[config.mk]
export PLATFORM = sky130hd
export DESIGN_NAME = blood_parent_entry_flat
export DESIGN_NICKNAME = d
export VERILOG_FILES = /design/src/rtl/blood_pkg.sv /design/src/rtl/blood_parent_entry_if.sv /design/src/rtl/blood_debounce.sv /design/src/rtl/blood_parent_entry.sv /design/src/flat_wrapper.sv
export SDC_FILE = /design/constraint.sdc
export NUM_CORES = 1
export LEC_CHECK = 0
export CAP_MARGIN = 20
export CORE_ASPECT_RATIO = 1.1
export CORE_MARGIN = 8
export CORE_UTILIZATION = 55
export CTS_BUF_LIST = sky130_fd_sc_hd__clkbuf_2 sky130_fd_sc_hd__clkbuf_4 sky130_fd_sc_hd__clkbuf_8
export CTS_CLUSTER_SIZE = 20
export DETAILED_ROUTE_END_ITERATION = 6
export PLACE_DENSITY = 0.73
export SLEW_MARGIN = 20
export SYNTH_ARGS = -nofsm -noshare
export SYNTH_HDL_FRONTEND = slang
export SYNTH_SLANG_ARGS = --single-unit
export TNS_END_PERCENT = 20
[constraint.sdc]
create_clock -name Sys_CLK -period 4.1 [get_ports Sys_CLK]
set_input_delay 0.41 -clock Sys_CLK [delete_from_list [all_inputs] [get_ports Sys_CLK]]
set_output_delay 0.41 -clock Sys_CLK [all_outputs]
set_load 0.03 [all_outputs]
[src/rtl/blood_pkg.sv]
// Shared definitions for the blood-type parent entry stage: type codes and
// entry-progress state encoding with its transition rule.
package blood_pkg;

  localparam logic [1:0] TYPE_O  = 2'b00;
  localparam logic [1:0] TYPE_A  = 2'b10;
  localparam logic [1:0] TYPE_B  = 2'b01;
  localparam logic [1:0] TYPE_AB = 2'b11;

  typedef enum logic [1:0] {
    EMPTY       = 2'd0,
    FATHER_ONLY = 2'd1,
    MOTHER_ONLY = 2'd2,
    COMPLETE    = 2'd3
  } entry_state_e;

  // rise[1] = father capture, rise[0] = mother capture
  function automatic entry_state_e entry_next(input entry_state_e s, input logic [1:0] rise);
    entry_state_e n;
    n = s;
    case (s)
      EMPTY: begin
        case (rise)
          2'b10:   n = FATHER_ONLY;
          2'b01:   n = MOTHER_ONLY;
          2'b11:   n = COMPLETE;
          default: n = EMPTY;
        endcase
      end
      FATHER_ONLY: n = rise[0] ? COMPLETE : FATHER_ONLY;
      MOTHER_ONLY: n = rise[1] ? COMPLETE : MOTHER_ONLY;
      COMPLETE:    n = COMPLETE;
      default:     n = EMPTY;
    endcase
    return n;
  endfunction

endpackage

[src/rtl/blood_parent_entry_if.sv]
// Board-side bus of the parent entry stage: raw switches/keys in, captured
// parent types and status out.
interface blood_parent_entry_if;
  logic [1:0] Switch;
  logic [1:0] Key;
  logic [1:0] Key_Stable;
  logic [1:0] Father;
  logic [1:0] Mother;
  logic       Father_Valid;
  logic       Mother_Valid;
  logic       Both_Valid;
  logic       Update;

  modport master (
    output Switch, Key,
    input  Key_Stable, Father, Mother, Father_Valid, Mother_Valid, Both_Valid, Update
  );

  modport slave (
    input  Switch, Key,
    output Key_Stable, Father, Mother, Father_Valid, Mother_Valid, Both_Valid, Update
  );
endinterface

[src/rtl/blood_debounce.sv]
// One raw board input: two-flop synchroniser followed by a debouncer that
// accepts a new level only after it has held for DEBOUNCE_CYCLES cycles.
module blood_debounce #(
  parameter int unsigned DEBOUNCE_CYCLES = 500000,
  parameter int unsigned CNT_W           = 20
) (
  input  logic clk_i,
  input  logic rst_i,
  input  logic raw_i,
  output logic stable_o
);

  localparam logic [CNT_W-1:0] CNT_LAST = CNT_W'(DEBOUNCE_CYCLES - 32'd1);

  logic             sync1_q;
  logic             sync2_q;
  logic             stable_q;
  logic [CNT_W-1:0] cnt_q;

  // Synchronise, then count consecutive cycles the synced level disagrees
  always_ff @(posedge clk_i or posedge rst_i) begin
    if (rst_i) begin
      sync1_q  <= 1'b0;
      sync2_q  <= 1'b0;
      stable_q <= 1'b0;
      cnt_q    <= CNT_W'(0);
    end else begin
      sync1_q <= raw_i;
      sync2_q <= sync1_q;
      if (sync2_q == stable_q) begin
        cnt_q <= CNT_W'(0);
      end else if (cnt_q == CNT_LAST) begin
        stable_q <= sync2_q;
        cnt_q    <= CNT_W'(0);
      end else begin
        cnt_q <= cnt_q + CNT_W'(1);
      end
    end
  end

  assign stable_o = stable_q;

endmodule

[src/rtl/blood_parent_entry.sv]
// Parent entry front end: debounces switches and keys, captures the key
// pattern into Father/Mother on each debounced switch rising edge.
module blood_parent_entry
  import blood_pkg::*;
#(
  parameter int unsigned DEBOUNCE_CYCLES = 500000,
  parameter int unsigned CNT_W           = 20
) (
  input  logic                 Sys_CLK,
  input  logic                 Sys_RST,
  blood_parent_entry_if.slave  bus
);

  logic [3:0]   raw_s;
  logic [3:0]   stable_s;
  logic [1:0]   sw_stable_s;
  logic [1:0]   key_stable_s;
  logic [1:0]   rise_s;
  logic [1:0]   sw_d_q;
  logic [1:0]   father_q;
  logic [1:0]   mother_q;
  logic         father_valid_q;
  logic         mother_valid_q;
  logic         update_q;
  logic         both_valid_q;
  entry_state_e state_q;
  entry_state_e state_d;

  assign raw_s = {bus.Switch, bus.Key};

  for (genvar i = 0; i < 4; i++) begin : g_deb
    blood_debounce #(
      .DEBOUNCE_CYCLES (DEBOUNCE_CYCLES),
      .CNT_W           (CNT_W)
    ) u_deb (
      .clk_i    (Sys_CLK),
      .rst_i    (Sys_RST),
      .raw_i    (raw_s[i]),
      .stable_o (stable_s[i])
    );
  end

  assign sw_stable_s  = stable_s[3:2];
  assign key_stable_s = stable_s[1:0];
  assign rise_s       = sw_stable_s & ~sw_d_q;
  assign state_d      = entry_next(state_q, rise_s);

  // Edge history and one-shot capture of the key pattern
  always_ff @(posedge Sys_CLK or posedge Sys_RST) begin
    if (Sys_RST) begin
      sw_d_q         <= 2'b00;
      father_q       <= 2'b00;
      mother_q       <= 2'b00;
      father_valid_q <= 1'b0;
      mother_valid_q <= 1'b0;
      update_q       <= 1'b0;
    end else begin
      sw_d_q   <= sw_stable_s;
      update_q <= |rise_s;
      if (rise_s[1]) begin
        father_q       <= key_stable_s;
        father_valid_q <= 1'b1;
      end
      if (rise_s[0]) begin
        mother_q       <= key_stable_s;
        mother_valid_q <= 1'b1;
      end
    end
  end

  // Entry-progress FSM; Both_Valid tracks the COMPLETE state
  always_ff @(posedge Sys_CLK or posedge Sys_RST) begin
    if (Sys_RST) begin
      state_q      <= EMPTY;
      both_valid_q <= 1'b0;
    end else begin
      state_q      <= state_d;
      both_valid_q <= (state_d == COMPLETE);
    end
  end

  assign bus.Key_Stable   = key_stable_s;
  assign bus.Father       = father_q;
  assign bus.Mother       = mother_q;
  assign bus.Father_Valid = father_valid_q;
  assign bus.Mother_Valid = mother_valid_q;
  assign bus.Both_Valid   = both_valid_q;
  assign bus.Update       = update_q;

endmodule

[src/flat_wrapper.sv]
// flat-port wrapper written by rule: the top's interface ports become plain ports
module blood_parent_entry_flat import blood_pkg::*;
#(
  parameter int unsigned DEBOUNCE_CYCLES = 500000,
  parameter int unsigned CNT_W           = 20
)
  (Sys_CLK, Sys_RST, bus_Switch, bus_Key, bus_Key_Stable, bus_Father, bus_Mother, bus_Father_Valid, bus_Mother_Valid, bus_Both_Valid, bus_Update);
  blood_parent_entry_if bus_i ();
  input  logic Sys_CLK;
  input  logic Sys_RST;
  input wire logic [$bits(bus_i.Switch)-1:0] bus_Switch;
  input wire logic [$bits(bus_i.Key)-1:0] bus_Key;
  output wire logic [$bits(bus_i.Key_Stable)-1:0] bus_Key_Stable;
  output wire logic [$bits(bus_i.Father)-1:0] bus_Father;
  output wire logic [$bits(bus_i.Mother)-1:0] bus_Mother;
  output wire logic [$bits(bus_i.Father_Valid)-1:0] bus_Father_Valid;
  output wire logic [$bits(bus_i.Mother_Valid)-1:0] bus_Mother_Valid;
  output wire logic [$bits(bus_i.Both_Valid)-1:0] bus_Both_Valid;
  output wire logic [$bits(bus_i.Update)-1:0] bus_Update;
  assign bus_i.Switch = bus_Switch;
  assign bus_i.Key = bus_Key;
  assign bus_Key_Stable = bus_i.Key_Stable;
  assign bus_Father = bus_i.Father;
  assign bus_Mother = bus_i.Mother;
  assign bus_Father_Valid = bus_i.Father_Valid;
  assign bus_Mother_Valid = bus_i.Mother_Valid;
  assign bus_Both_Valid = bus_i.Both_Valid;
  assign bus_Update = bus_i.Update;
  blood_parent_entry #(.DEBOUNCE_CYCLES(DEBOUNCE_CYCLES), .CNT_W(CNT_W)) u_core (.Sys_CLK(Sys_CLK), .Sys_RST(Sys_RST), .bus(bus_i));
endmodule
==> results.md <==
* Run status: completed
* Max clock buf depth at 2
* Placer Congestion at 0.856
* Worst clock skew at ~0.011 ns
* Die width at 105 um
* Chip Height at 114 um
* Postcts setup bufs at 0
* Initial DRC Count at ~120
* Core ar. at 8690 um2
* CP endpoint kind: flip-flop
* MaxCap Viol Count at 0
* Period utilization at 0.553
* Unrepaired setup endpoints after global routing: false
* Area leader, netlist: dfrtp_1
* Post-synthesis mux area share at 0.0207
* CTS tree: built
* DRT antenna net count at 0
* Syn Area/Cell at 10.5 um2
* P_leak at 2.19 nW
* Worst skew pair latency at between 0.3 and 0.4 ns
* Row count at 36
* Mapped Area at between 4000 and 5000 um2
* Sequential area share after synthesis at 0.537
* Post-Synth XOR/XNOR Area at 0.107
* Gr usage total at 0.156
* Diode count at 0
* Number of synthesized register bits at approximately 100
* Largest family of logic cells by synthesized area: simple AND/OR/NAND/NOR gates
* Max FO, Critical Path at 17
* # IOs at 16
* Gr ovfl total at 0
* Setup_tns at 0 ns
* Routed wire length at 8.64 mm
* Port Buf Inserts at 15
* Hold violation count in the final report at 0
* Simple-gate share of the synthesized area at 0.245
* Remaining DRCs at 0
* DRT Pass-1 Iters at 4
* Layout area overhead at 10.5%
* Adder-Cell Fraction of Synth Area at 0.0103
* Count of different cell masters after synthesis at 39
* Post-route minimum period at 2.27 ns
* Setup violators final at 0
* H-Tree Depth at 3
* Pre-CTS setup slack at ~1.8 ns
* Hold Path Class: flip-flop to flip-flop
* Root Driver: clkbuf_8
* Clk slew on worst S/H paths at roughly 0.090 ns
* Top post-synthesis cells by area: dfrtp_1 54%, xnor2_1 7.2%, nor2_1 5.3%
* Startpoint types: flip-flop
* First-pass GRT wire length at 15.5 mm
* Initial Utilization at 0.557
* Maximum VDD drop at 186 uV
* Avg WL per Cell at 14.5 um
* Hold_buf cts at 0
* Worst-margin pin slew at between 0.9 and 1 ns
* Clock sink count at 104
* Complex-gate fraction of the synthesized area at 0.0568
* Pin count of the biggest net entering global routing at 39
* Pins over their slew limit at 0
* Slew headroom at 0.340
* Reg-to-reg slack, setup at 1.83 ns
* Pwr dens at between 300 and 400 nW/um2
* Highest clock rate at about 440 MHz
* CP arrival at ~2.5 ns
* Initial antenna violation count at 0
* Vias at 3,359
* Post-DP HPWL at 5.94 mm
* Cell count after synthesis at 460
* Vias in the first global route at ~3.4k
* Vias per Instance at 5.62
* Synth Warn # at 0
* Final #Nets at 489
* CTS Buf Count at 9
* Critical path class: flip-flop to flip-flop
* Post-cts sizing count at 0
* Worst path required time at approximately 4.3 ns
* Yosys top cell area share at 0.537
* Setup ws final at 1.83 ns
* Layout cells sized above 1 at 0.0806
* Syn_nets at 470
* Die area at 12,100 um2
## final cells by class
| cell class | instances | area [um2] |
|---|---|---|
| Multi-Input combinational cell | 332 | 2140 |
| Sequential cell | 104 | 2600 |
| Clock buffer | 11 | 139 |
| Clock inverter | 5 | 105 |
| Fill cell | 718 | 3340 |
| Tap cell | 114 | 143 |
| Timing Repair Buffer | 17 | 165 |
| Inverter | 15 | 58.8 |
## through the flow
| step | utilization | cell area, um2 | hold WS [ns] | std cells | power [mW] |
|---|---|---|---|---|---|
| global placement | 0.587 | 5100 | 0.334 | 582 | 1.14 |
| finish | 0.616 | 5350 | 0.356 | 598 | 1.87 |
| CTS | 0.615 | 5340 | 0.359 | 598 | 1.89 |
| floorplan | - | 4840 | 0.331 | 460 | 1.12 |
| global route | 0.616 | 5350 | 0.364 | 598 | 1.94 |
| detailed placement | 0.587 | 5100 | 0.337 | 582 | 1.14 |
## power breakdown
part	leakage (nW)	switching (mW)	internal [mW]
Combinational	0.646	0.0431	0.0201
Clock	0.117	0.335	0.419
Sequential	1.42	0.0142	1.04
Total	2.19	0.393	1.48
## registers in the layout (all words and copies together) (netlist names)
| register | cells |
|---|---|
| u_core.g_deb.u_deb.cnt_q | 80 |
| u_core.state_q | 2 |
| u_core.bus.Father_Valid | 1 |
| u_core.g_deb.u_deb.sync2_q | 4 |
| u_core.sw_d_q | 2 |
| u_core.bus.Father | 2 |
| u_core.g_deb.u_deb.stable_o | 4 |
| u_core.g_deb.u_deb.sync1_q | 4 |
| u_core.bus.Update | 1 |
| u_core.bus.Mother_Valid | 1 |
| u_core.bus.Mother | 2 |
| u_core.bus.Both_Valid | 1 |
## routing by layer
metal / routed length, um / share of wire / vias to the layer above / global-route usage
met5: 0 / 0 / - / 0
met4: 110 / 0.013 / 0 / 0.0543
met3: 234 / 0.027 / 9 / 0.0338
met2: 4240 / 0.49 / 33 / 0.264
met1: 4060 / 0.47 / 1650 / 0.193
li1: - / - / 1667 / -
## cell families (layout without fill, tap and decap cells)
| logic type | Yosys count | count (layout) |
|---|---|---|
| and+or+nand+nor | 223 | 223 |
| AOI/OAI and AO/OA | 37 | 37 |
| adders and majority gates | 4 | 4 |
| buffers and inverters | 24 | 48 |
| DFF | 104 | 104 |
| muxes | 9 | 9 |
| xor gates and xnor gates | 59 | 59 |
## cells in the mapped netlist, drive strengths merged
library cell,n
and3,3
a21oi,16
or3b,1
or4,12
mux2,8
nand4,23
a31o,1
nand3,27
nor4b,3
or3,10
mux2i,1
inv,15
xor2,19
or2,1
dfrtp,104
nor4,18
clkbuf,4
nor3,15
o21ai,8
and2,4
xnor2,40
o21bai,1
buf,5
nor4bb,1
o31ai,7
and4,2
nand2,25
or4b,4
nor2,68
ha,4
a31oi,1
o41ai,3
nand2b,6
## path summary, 6_finish.rpt
check,to,cells past startpoint,start
setup / recovery,u_core.g_deb[3].u_deb.cnt_q[14],4,u_core.g_deb[3].u_deb.cnt_q[13]
hold / removal,u_core.g_deb[2].u_deb.sync2_q,0,u_core.g_deb[2].u_deb.sync1_q
hold reg to reg,u_core.g_deb[2].u_deb.sync2_q,0,u_core.g_deb[2].u_deb.sync1_q
setup reg to reg,u_core.g_deb[3].u_deb.cnt_q[14],4,u_core.g_deb[3].u_deb.cnt_q[13]
max in group asynchronous,u_core.bus.Mother[1],3,Sys_RST
min in group asynchronous,u_core.g_deb[2].u_deb.cnt_q[3],2,Sys_RST
## critical path: stages, from the launching register on
cell,delay (ns)
dfrtp_1,0.44
inv_1,0.08
or4_1,0.58
o41ai_4,0.88
nor2_1,0.13
## cell usage in the layout, fill, tap and decap left out, drive strengths merged
master / instances
dfrtp: 104
nor2: 68
xnor2: 40
nand3: 27
nand2: 25
nand4: 23
xor2: 19
nor4: 18
a21oi: 16
nor3: 15
clkdlybuf4s50: 15
inv: 15
or4: 12
clkbuf: 11
or3: 10
o21ai: 8
mux2: 8
o31ai: 7
nand2b: 6
or4b: 4
and2: 4
ha: 4
and3: 3
nor4b: 3
bufinv: 3
o41ai: 3
and4: 2
clkinvlp: 2
buf: 2
or3b: 1
a31o: 1
o21bai: 1
or2: 1
mux2i: 1
a31oi: 1
nor4bb: 1
No activity file was read; power rests on OpenSTA's default activity.
